**config.mk**
```make
export PLATFORM = sky130hd
export DESIGN_NAME = slot_dispatcher
export DESIGN_NICKNAME = d
export VERILOG_FILES = /design/src/rtl/slot_dispatcher.sv
export SDC_FILE = /design/constraint.sdc
export NUM_CORES = 1
export LEC_CHECK = 0
export ABC_AREA = 1
export BUFFER_PORTS_ARGS = -buffer_cell sky130_fd_sc_hd__buf_4
export CAP_MARGIN = 20
export CORE_AREA = 2 2 127 129
export DETAILED_ROUTE_END_ITERATION = 10
export DIE_AREA = 0 0 129 131
export GPL_TIMING_DRIVEN = 0
export PLACE_DENSITY = 0.72
export SLEW_MARGIN = 20
export SYNTH_ARGS = -nofsm -noshare
export SYNTH_HDL_FRONTEND = slang
export SYNTH_SLANG_ARGS = --single-unit
```
**constraint.sdc**
```tcl
create_clock -name clk -period 11.5 [get_ports clk]
set_input_delay 0.575 -clock clk [delete_from_list [all_inputs] [get_ports clk]]
set_output_delay 0.575 -clock clk [all_outputs]
set_load 0.005 [all_outputs]
```
**src/rtl/slot_dispatcher.sv**
```systemverilog
// slot_dispatcher
//   Samples the live slot index from the upstream counter, looks up a
//   per-slot command in a small writable table and issues it on a
//   valid/ready port. Back-pressure is returned upstream on `stall` so the
//   counter holds and no slot is skipped while the consumer is busy.
//
// Ports
//   clk, rst          clock (rising edge), asynchronous active-high reset
//   count, count_en   slot index and advance strobe from the counter
//   stall             hold request to the counter (en = run & ~stall)
//   cfg_we/addr/act/data  table write port {act, cmd} at addr
//   out_valid/ready   output handshake
//   out_cmd, out_slot issued command and the slot it came from
//   round_done        one-cycle pulse after the last slot is sampled
//   err               sticky: an out-of-range slot index was sampled
//
// Optional build macro SLOT_DISPATCH_STALL_CNT_EN adds output
//   stall_cycles[15:0], a saturating count of cycles with stall high.
module slot_dispatcher #(
  parameter int NUM_SLOTS   = 15,
  parameter int COUNT_WIDTH = 4,
  parameter int CMD_WIDTH   = 8
) (
  input  logic                   clk,
  input  logic                   rst,
  input  logic [COUNT_WIDTH-1:0] count,
  input  logic                   count_en,
  output logic                   stall,
  input  logic                   cfg_we,
  input  logic [COUNT_WIDTH-1:0] cfg_addr,
  input  logic                   cfg_act,
  input  logic [CMD_WIDTH-1:0]   cfg_data,
  output logic                   out_valid,
  input  logic                   out_ready,
  output logic [CMD_WIDTH-1:0]   out_cmd,
  output logic [COUNT_WIDTH-1:0] out_slot,
  output logic                   round_done,
  output logic                   err
`ifdef SLOT_DISPATCH_STALL_CNT_EN
  ,
  output logic [15:0]            stall_cycles
`endif
);

  // Table is sized to the full index space so any index reads safely;
  // entries at or above NUM_SLOTS are never written and stay inactive.
  localparam int DEPTH = 1 << COUNT_WIDTH;
  localparam logic [COUNT_WIDTH:0]   SLOTS_W   = (COUNT_WIDTH+1)'(NUM_SLOTS);
  localparam logic [COUNT_WIDTH-1:0] LAST_SLOT = COUNT_WIDTH'(NUM_SLOTS - 1);

  typedef enum logic {EMPTY = 1'b0, FULL = 1'b1} state_t;

  state_t                 state;
  logic                   tbl_act [DEPTH];
  logic [CMD_WIDTH-1:0]   tbl_cmd [DEPTH];

  logic samp;
  logic in_range;
  logic cfg_ok;
  logic hit;

  // stall depends only on the state register and out_ready, never on
  // count_en, so the upstream enable gating has no combinational loop.
  assign stall     = (state == FULL) & ~out_ready;
  assign out_valid = (state == FULL);

  assign samp     = count_en & ~stall;
  assign in_range = {1'b0, count} < SLOTS_W;
  assign cfg_ok   = {1'b0, cfg_addr} < SLOTS_W;
  assign hit      = samp & in_range & tbl_act[count];

  // Output FSM: a hit always (re)loads the output register. A hit while
  // FULL implies out_ready=1 (otherwise stall blocks sampling), so this
  // gives back-to-back issue.
  always_ff @(posedge clk or posedge rst) begin
    if (rst) begin
      state    <= EMPTY;
      out_cmd  <= '0;
      out_slot <= '0;
    end else begin
      if (hit) begin
        out_cmd  <= tbl_cmd[count];
        out_slot <= count;
      end
      case (state)
        EMPTY:   if (hit) state <= FULL;
        FULL:    if (!hit && out_ready) state <= EMPTY;
        default: state <= EMPTY;
      endcase
    end
  end

  // Table: non-blocking update gives read-before-write on a same-cycle
  // write and sample of one slot.
  always_ff @(posedge clk or posedge rst) begin
    if (rst) begin
      for (int i = 0; i < DEPTH; i++) begin
        tbl_act[i] <= 1'b0;
        tbl_cmd[i] <= '0;
      end
    end else if (cfg_we && cfg_ok) begin
      tbl_act[cfg_addr] <= cfg_act;
      tbl_cmd[cfg_addr] <= cfg_data;
    end
  end

  always_ff @(posedge clk or posedge rst) begin
    if (rst) begin
      round_done <= 1'b0;
      err        <= 1'b0;
    end else begin
      round_done <= samp & (count == LAST_SLOT);
      err        <= err | (samp & ~in_range);
    end
  end

`ifdef SLOT_DISPATCH_STALL_CNT_EN
  function automatic logic [15:0] sat_inc16(input logic [15:0] v);
    return (v == 16'hFFFF) ? v : v + 16'd1;
  endfunction

  always_ff @(posedge clk or posedge rst) begin
    if (rst) stall_cycles <= '0;
    else if (stall) stall_cycles <= sat_inc16(stall_cycles);
  end
`endif

endmodule

```
==> impl_metrics.csv, run 1 <==
group,metric,value,unit
global_routing,grt_first_pass_wirelength,34300,um
logic_synthesis,yosysTopAreaCellShare,51.8,%
logic_synthesis,synth_top_area_cell,"dfrtp_1",
logic_synthesis,synth_most_common_cell,"nand2_1",
worst_setup_path,critPathRequiredTime,11.87,ns
cts,clock_latency,0.43,ns
global_routing,overflow,0,
timing,slew_headroom,49.6,%
logic_synthesis,ys_seq_elements,159,
global_routing,antenna_found_initial,0,
worst_setup_path,crit_top_cell,"nand3_1",
cts,post-cts-setup-buffers,0,
worst_setup_path,slowest_stage,"buf_1",
cts,cts_max_level,4,
timing,finClkSkew,0.00707,ns
worst_setup_path,cp_top_family,"buffers and inverters",
timing,fin_crit,1.78,ns
route,drcViolationCount,0,
finish,fin_nets,1063,
die,dieArea,16900,um2
logic_synthesis,synth_async_sr_flop_share,100,%
logic_synthesis,avgSynthCellArea,7.78,um2
route,num_vias,6733,
timing,worst_slack,9.72,ns
finish,drive_above_1_share,14.0,%
die,core.rowCount,46,
worst_setup_path,path_max_fanout,10,
cts,cts.repair.resized,0,
worst_setup_path,path_depth,9,
global_routing,grt_usage,27.5,%
place,gp_congestion,0.948,
timing,fin_setup_tns,0,ns
logic_synthesis,ys_seq_area_share,51.8,%
worst_setup_path,rr_worst_depth,6,
global_routing,grt_max_degree,85,
logic_synthesis,synth_nets,1009,
logic_synthesis,ys.flop_type,"dfrtp_1",
job,drv_cap,0,
worst_setup_path,crit_arrival,2.15,ns
worst_setup_path,max_stage_delay,0.52,ns
run_status,status,"completed",
timing,setup_viol,0,
cts,cts-hold-fix-buffers,0,
timing,rsz0062_at_grt,"false",
worst_setup_path,worst_setup_path_end_kind,"flip-flop",
power,power.density,181,nW/um2
worst_setup_path,crit_path_start_kind,"input port",
cts,numCtsBuffers,17,
route,viasPerCell,5.31,
logic_synthesis,synth-warning-count,0,
finish,multi_input_area,2970,um2
cts,cts_buffer_depth,2,
logic_synthesis,synth_cell_type_count,28,
die,start_util,49.2,%
route,drtAntennaViolNets,0,
cts,path_clk_slew,0.07,ns
route,wl_per_cell,17.1,um
finish,n_fill_cell,1491,
cts,cts.sinks,159,
power,peakVddDrop,0.116,mV
global_routing,first_global_vias,6424,
die,die_y,131,um
timing,fmax,0.562,GHz
route,dr.pass1.iters,6,
logic_synthesis,synth_common_cells,"nand2_1 (367), dfrtp_1 (159), o21ai_0 (105), inv_1 (88), nand3_1 (80)",
logic_synthesis,synth.area.top_cells,"dfrtp_1 (52%), nand2_1 (18%), o21ai_0 (6.8%), nand3_1 (5.2%), inv_1 (4.3%)",
logic_synthesis,synth.cell_area,7680,um2
logic_synthesis,synthCells,987,
worst_setup_path,path_cells,"buf_4 > inv_2 > buf_1 > nand3_1 > nand3_1 > nand3_1 > nand2_1 > nand3_1 > nand2_1",
place,dp_slack,9.35,ns
route,drt_iter0_markers,749,
place,post-dp-hpwl,14800,um
logic_synthesis,synth-edff-count,0,
power,leakagePower,4.54,nW
timing,final-max-slew-violation-count,0,
timing,fin_crit_sh,15.5,%
cts,tritoncts,"yes",
die,ioPinCount,38,
finish,regArea,3980,um2
finish,antenna-diode-count,0,
place,port_buffers,34,
worst_setup_path,setup.reg_to_reg.worst_slack,10.13,ns
finish,synthToLayoutAreaGrowth,15.1,%
die,die_width,129,um
worst_setup_path,crit_type,"in2reg",
timing,tightest_slew,0.756,ns
timing,hold_ws,0.226,ns
cts,root_buffer,"clkbuf_16",
min_path,hold_class,"in2async",
worst_setup_path,path_buf_inv,3,
die,core_area,15600,um2
route,wl,21700,um
timing,hold_viol,0,
## registers in the layout, summed over array words and instances, names as in the netlist
| signal | count |
|---|---|
| round_done | 1 |
| out_valid | 1 |
| err | 1 |
| out_cmd | 8 |
| out_slot | 4 |
| tbl_act | 16 |
| tbl_cmd | 128 |
## area by class of cell
type,instances,area share (%)
buffer,61,3.98
clock buffer,20,5.17
clock inverter,11,1.59
inverter,98,4.31
multi-input combinational,669,33.7
sequential,159,45.0
tap,216,3.06
timing repair buffer,35,3.20
## placed cells by master, fill, tap and decap left out, types with 10 or more instances in the layout
cell type,count
nand2_1,367
dfrtp_1,159
o21ai_0,105
inv_1,87
nand3_1,80
nor2_1,50
buf_4,42
clkbuf_1,21
o21ai_1,21
clkbuf_16,17
buf_2,14
nand2_2,10
## stage by stage
step	instance area [um2]	util [%]	std cells	power [mW]
final	8830	56.6	1269	1.60
after detailed placement	8240	52.8	1238	1.03
after global routing	8830	56.6	1269	1.68
after floorplan	7680	-	987	0.926
after CTS	8830	56.6	1269	1.60
after global placement	8200	52.6	1237	1.02
## cells by family after synthesis
group	Yosys count	synth area share, %
flip-flops	159	51.8
buffers and inverters	159	9.44
AO/OA/AOI/OAI	139	9.29
AND/OR/NAND/NOR	530	29.4
## worst reg2reg max path, stage by stage, from the launching register on
cell	delay (ns)
dfrtp_1	0.34
inv_1	0.06
o21ai_0	0.39
a21oi_2	0.10
buf_2	0.20
nand3_1	0.10
nand2_1	0.06
## per-layer routing
metal	wire (um)	part of all wire, %	GRT usage, %
met4	777	3.6	13.0
met1	9110	42	36.0
met2	10400	48	45.0
met3	1500	6.9	4.40
met5	0	0	0
## worst paths after layout
kind | startpoint | to
max reg2reg | out_valid | out_cmd[6]
min in group clk | out_ready | out_valid
min reg2reg | tbl_cmd[7] | tbl_cmd[7]
max in group asynchronous | rst | tbl_cmd[32]
max | count[1] | out_cmd[1]
min | rst | tbl_cmd[62]
## power by group
part | switching (mW) | internal (mW)
Clock | 0.225 | 0.350
Sequential | 0.0599 | 0.674
Combinational | 0.175 | 0.116
Total | 0.460 | 1.14
Power figures use the tool's default switching activity.
==> run 2, diff against run 1 <==
--- a/config.mk
+++ b/config.mk
@@ -5,14 +5,14 @@
 export SDC_FILE = /design/constraint.sdc
 export NUM_CORES = 1
 export LEC_CHECK = 0
-export ABC_AREA = 1
+export ABC_AREA = 0
 export BUFFER_PORTS_ARGS = -buffer_cell sky130_fd_sc_hd__buf_4
 export CAP_MARGIN = 20
-export CORE_AREA = 2 2 127 129
+export CORE_AREA = 2 2 123 125
 export DETAILED_ROUTE_END_ITERATION = 10
-export DIE_AREA = 0 0 129 131
+export DIE_AREA = 0 0 125 127
 export GPL_TIMING_DRIVEN = 0
-export PLACE_DENSITY = 0.72
+export PLACE_DENSITY = 0.74
 export SLEW_MARGIN = 20
 export SYNTH_ARGS = -nofsm -noshare
 export SYNTH_HDL_FRONTEND = slang
==> constraint.sdc (replaced) <==
create_clock -name clk -period 1.45 [get_ports clk]
set_input_delay 0.0725 -clock clk [delete_from_list [all_inputs] [get_ports clk]]
set_output_delay 0.0725 -clock clk [all_outputs]
set_load 0.005 [all_outputs]
==> impl_metrics.csv, run 2 <==
group,metric,value,unit
timing,rsz0062_at_grt,"true",
worst_setup_path,rr_worst_depth,5,
timing,slew_headroom,49.4,%
worst_setup_path,crit_type,"reg2reg",
finish,regArea,3950,um2
route,viasPerCell,5.87,
global_routing,grt_usage,22.3,%
worst_setup_path,slowest_stage,"mux4_2",
min_path,hp-start,"count_en",
finish,mostFrequentLayoutCell,"dfrtp_1",
cts,cts_buffer_depth,2,
finish,synthToLayoutAreaGrowth,20.7,%
route,wl,16700,um
worst_setup_path,worst_setup_path_end_kind,"flip-flop",
die,die_y,127,um
logic_synthesis,ys.flop_type,"dfrtp_1",
logic_synthesis,synthCells,464,
finish,multi_input_area,3080,um2
cts,path_clk_slew,0.06,ns
timing,fmax,0.571,GHz
logic_synthesis,avgSynthCellArea,15.4,um2
min_path,holdPathStages,4,
timing,fin_setup_tns,-3.39,ns
power,leakagePower,3.77,nW
global_routing,grt_first_pass_wirelength,26500,um
route,drtAntennaViolNets,0,
finish,drive_above_1_share,51.9,%
run_status,violations,"negative setup slack",
route,wl_per_cell,22.9,um
finish,largest_reg_flops,128,
timing,hold_ws,0.207,ns
cts,tritoncts,"yes",
die,die_width,125,um
logic_synthesis,synth.cell_area,7150,um2
logic_synthesis,synth-edff-count,0,
logic_synthesis,synth-warning-count,0,
finish,final_util,59.8,%
finish,fin_cells,731,
finish,fin_nets,556,
place,port_buffers,31,
power,peakVddDrop,1.04,mV
cts,cts.sinks,158,
worst_setup_path,r2r-end,"out_cmd[4]",
global_routing,first_global_vias,4590,
worst_setup_path,crit_path_start_kind,"flip-flop",
cts,root_buffer,"clkbuf_16",
finish,layout.cells.most_common_list,"dfrtp_1 (158), mux2_2 (135), buf_4 (40)",
logic_synthesis,synth_cell_type_count,33,
job,drv_cap,0,
finish,postLayoutCellArea,8630,um2
logic_synthesis,ys_seq_elements,158,
finish,top_register,"tbl_cmd",
timing,finClkSkew,0.00708,ns
logic_synthesis,synth.area.top_cells,"dfrtp_1 (55%), mux2_2 (21%), mux4_2 (9.1%), mux2_4 (2.1%), mux4_1 (1.5%)",
run_status,status,"complete, but fails checks",
finish,largestRegisters,"tbl_cmd: 128 flops, tbl_act: 15 flops, out_cmd: 8 flops",
global_routing,overflow,0,
die,start_util,49.6,%
worst_setup_path,worst_r2r_startpoint,"tbl_act[1]",
timing,tightest_slew,0.758,ns
worst_setup_path,path_cells,"mux4_2 > o211ai_4 > nand2_4 > buf_12 > mux2_4",
timing,fin_crit,1.75,ns
power,power.density,1560,nW/um2
die,dieArea,15900,um2
finish,antenna-diode-count,0,
logic_synthesis,synth_async_sr_flop_share,100,%
min_path,min_to,"round_done",
global_routing,grt_max_degree,34,
logic_synthesis,yosysTopAreaCellShare,55.3,%
cts,cts_max_level,4,
logic_synthesis,synth_common_cells,"dfrtp_1 (158), mux2_2 (136), mux4_2 (29), clkbuf_1 (24)",
worst_setup_path,path_buf_inv,1,
worst_setup_path,cp_top_family,"multiplexers",
place,gp_congestion,0.808,
logic_synthesis,synth_top_area_cell,"dfrtp_1",
logic_synthesis,ys_seq_area_share,55.3,%
worst_setup_path,setup.reg_to_reg.worst_slack,-0.30,ns
min_path,hold_class,"in2reg",
timing,setup_viol,13,
global_routing,antenna_found_initial,0,
timing,hold_viol,0,
cts,numCtsBuffers,17,
worst_setup_path,max_stage_delay,0.51,ns
worst_setup_path,critPathRequiredTime,1.76,ns
finish,n_fill_cell,1108,
place,dp.cells,683,
power,total_power,13.5,mW
place,post-dp-hpwl,10700,um
worst_setup_path,path_max_fanout,10,
route,num_vias,4293,
worst_setup_path,crit_arrival,2.06,ns
route,drt_iter0_markers,260,
place,dpl_cell_area,7720,um2
route,drcViolationCount,0,
die,ioPinCount,38,
cts,clock_latency,0.43,ns
place,dp_slack,-0.507,ns
timing,worst_slack,-0.303,ns
route,dr.pass1.iters,4,
logic_synthesis,synth_most_common_cell,"dfrtp_1",
die,core_area,14400,um2
timing,final-max-slew-violation-count,0,
timing,fin_crit_sh,121,%
die,core.rowCount,44,
logic_synthesis,synth_nets,486,
[run 2: cell count changes after synthesis, sizes merged, moves of 5 or more]
cell    change
a21oi       -5
nor3        -5
buf        -18
mux2      +146
inv        -95
nand3      -74
nor2       -50
mux4       +33
nand2     -370
mux2i      +10
o21ai     -128
a211oi      +5
nor2b      +10
[run 2: worst max-delay path by stage]
stage	endpoint	slack (ns)	cells past startpoint	start
5_1_grt	out_cmd[0]	-0.36	5	tbl_act[1]
6_report	out_cmd[4]	-0.30	5	tbl_act[1]
3_5_place_dp	out_cmd[7]	-0.51	7	out_valid
4_1_cts	out_cmd[4]	-0.33	5	tbl_act[1]
2_1_floorplan	err	-0.62	1	rst
3_3_place_gp	tbl_cmd[18]	-1.43	2	rst
[run 2: kinds of logic after synthesis]
kind of cell	after synthesis	share of synthesized area (%)
muxes	189	35.5
DFF	158	55.3
and+or+nand+nor	55	4.31
buffers and inverters	44	2.94
AOI/OAI and AO/OA	18	1.93
[run 2: repair_timing]
item | CTS | global route
buffers inserted | 3 | 3
cloned | 0 | 0
hold buffers | 11 | 0
resized for setup | 9 | 11
pin swaps | 4 | 2
endpoints found under the setup margin | 22 | 67
hold endpoints to repair | 77 | 0
[run 2: cell type report]
cell class              count  share of cell area (%)
multi-input cells         262                    35.6
well taps                 184                    2.67
inverters                   3                   0.174
repair buffers             52                    5.42
flip-flops and latches    158                    45.8
plain buffers              40                    2.57
clock inverters            10                    2.12
clock buffers              22                    5.61
[run 2: layer usage]
| layer | wire length [um] | vias to the layer above | track usage [%] | share of wire (%) |
|---|---|---|---|---|
| met5 | 0 | - | 0 | 0 |
| met4 | 311 | 0 | 8.37 | 1.9 |
| met3 | 841 | 33 | 5.36 | 5.0 |
| met2 | 8460 | 106 | 36.6 | 50 |
| met1 | 7140 | 2288 | 29.3 | 43 |
| li1 | - | 1866 | - | - |
[run 2: worst reg2reg max path, stage by stage, from the launching register on]
cell      delay (ns)
dfrtp_1         0.37
mux4_2          0.51
o211ai_4        0.21
nand2_4         0.08
buf_12          0.16
mux2_4          0.30
[run 2: power by group]
part / internal (mW) / leakage, nW / switching [mW] / total (mW)
Sequential: 5.45 / 1.95 / 0.541 / 5.99
Clock: 3.23 / 0.318 / 1.72 / 4.95
Combinational: 1.63 / 1.50 / 0.894 / 2.53
Total: 10.3 / 3.77 / 3.16 / 13.5
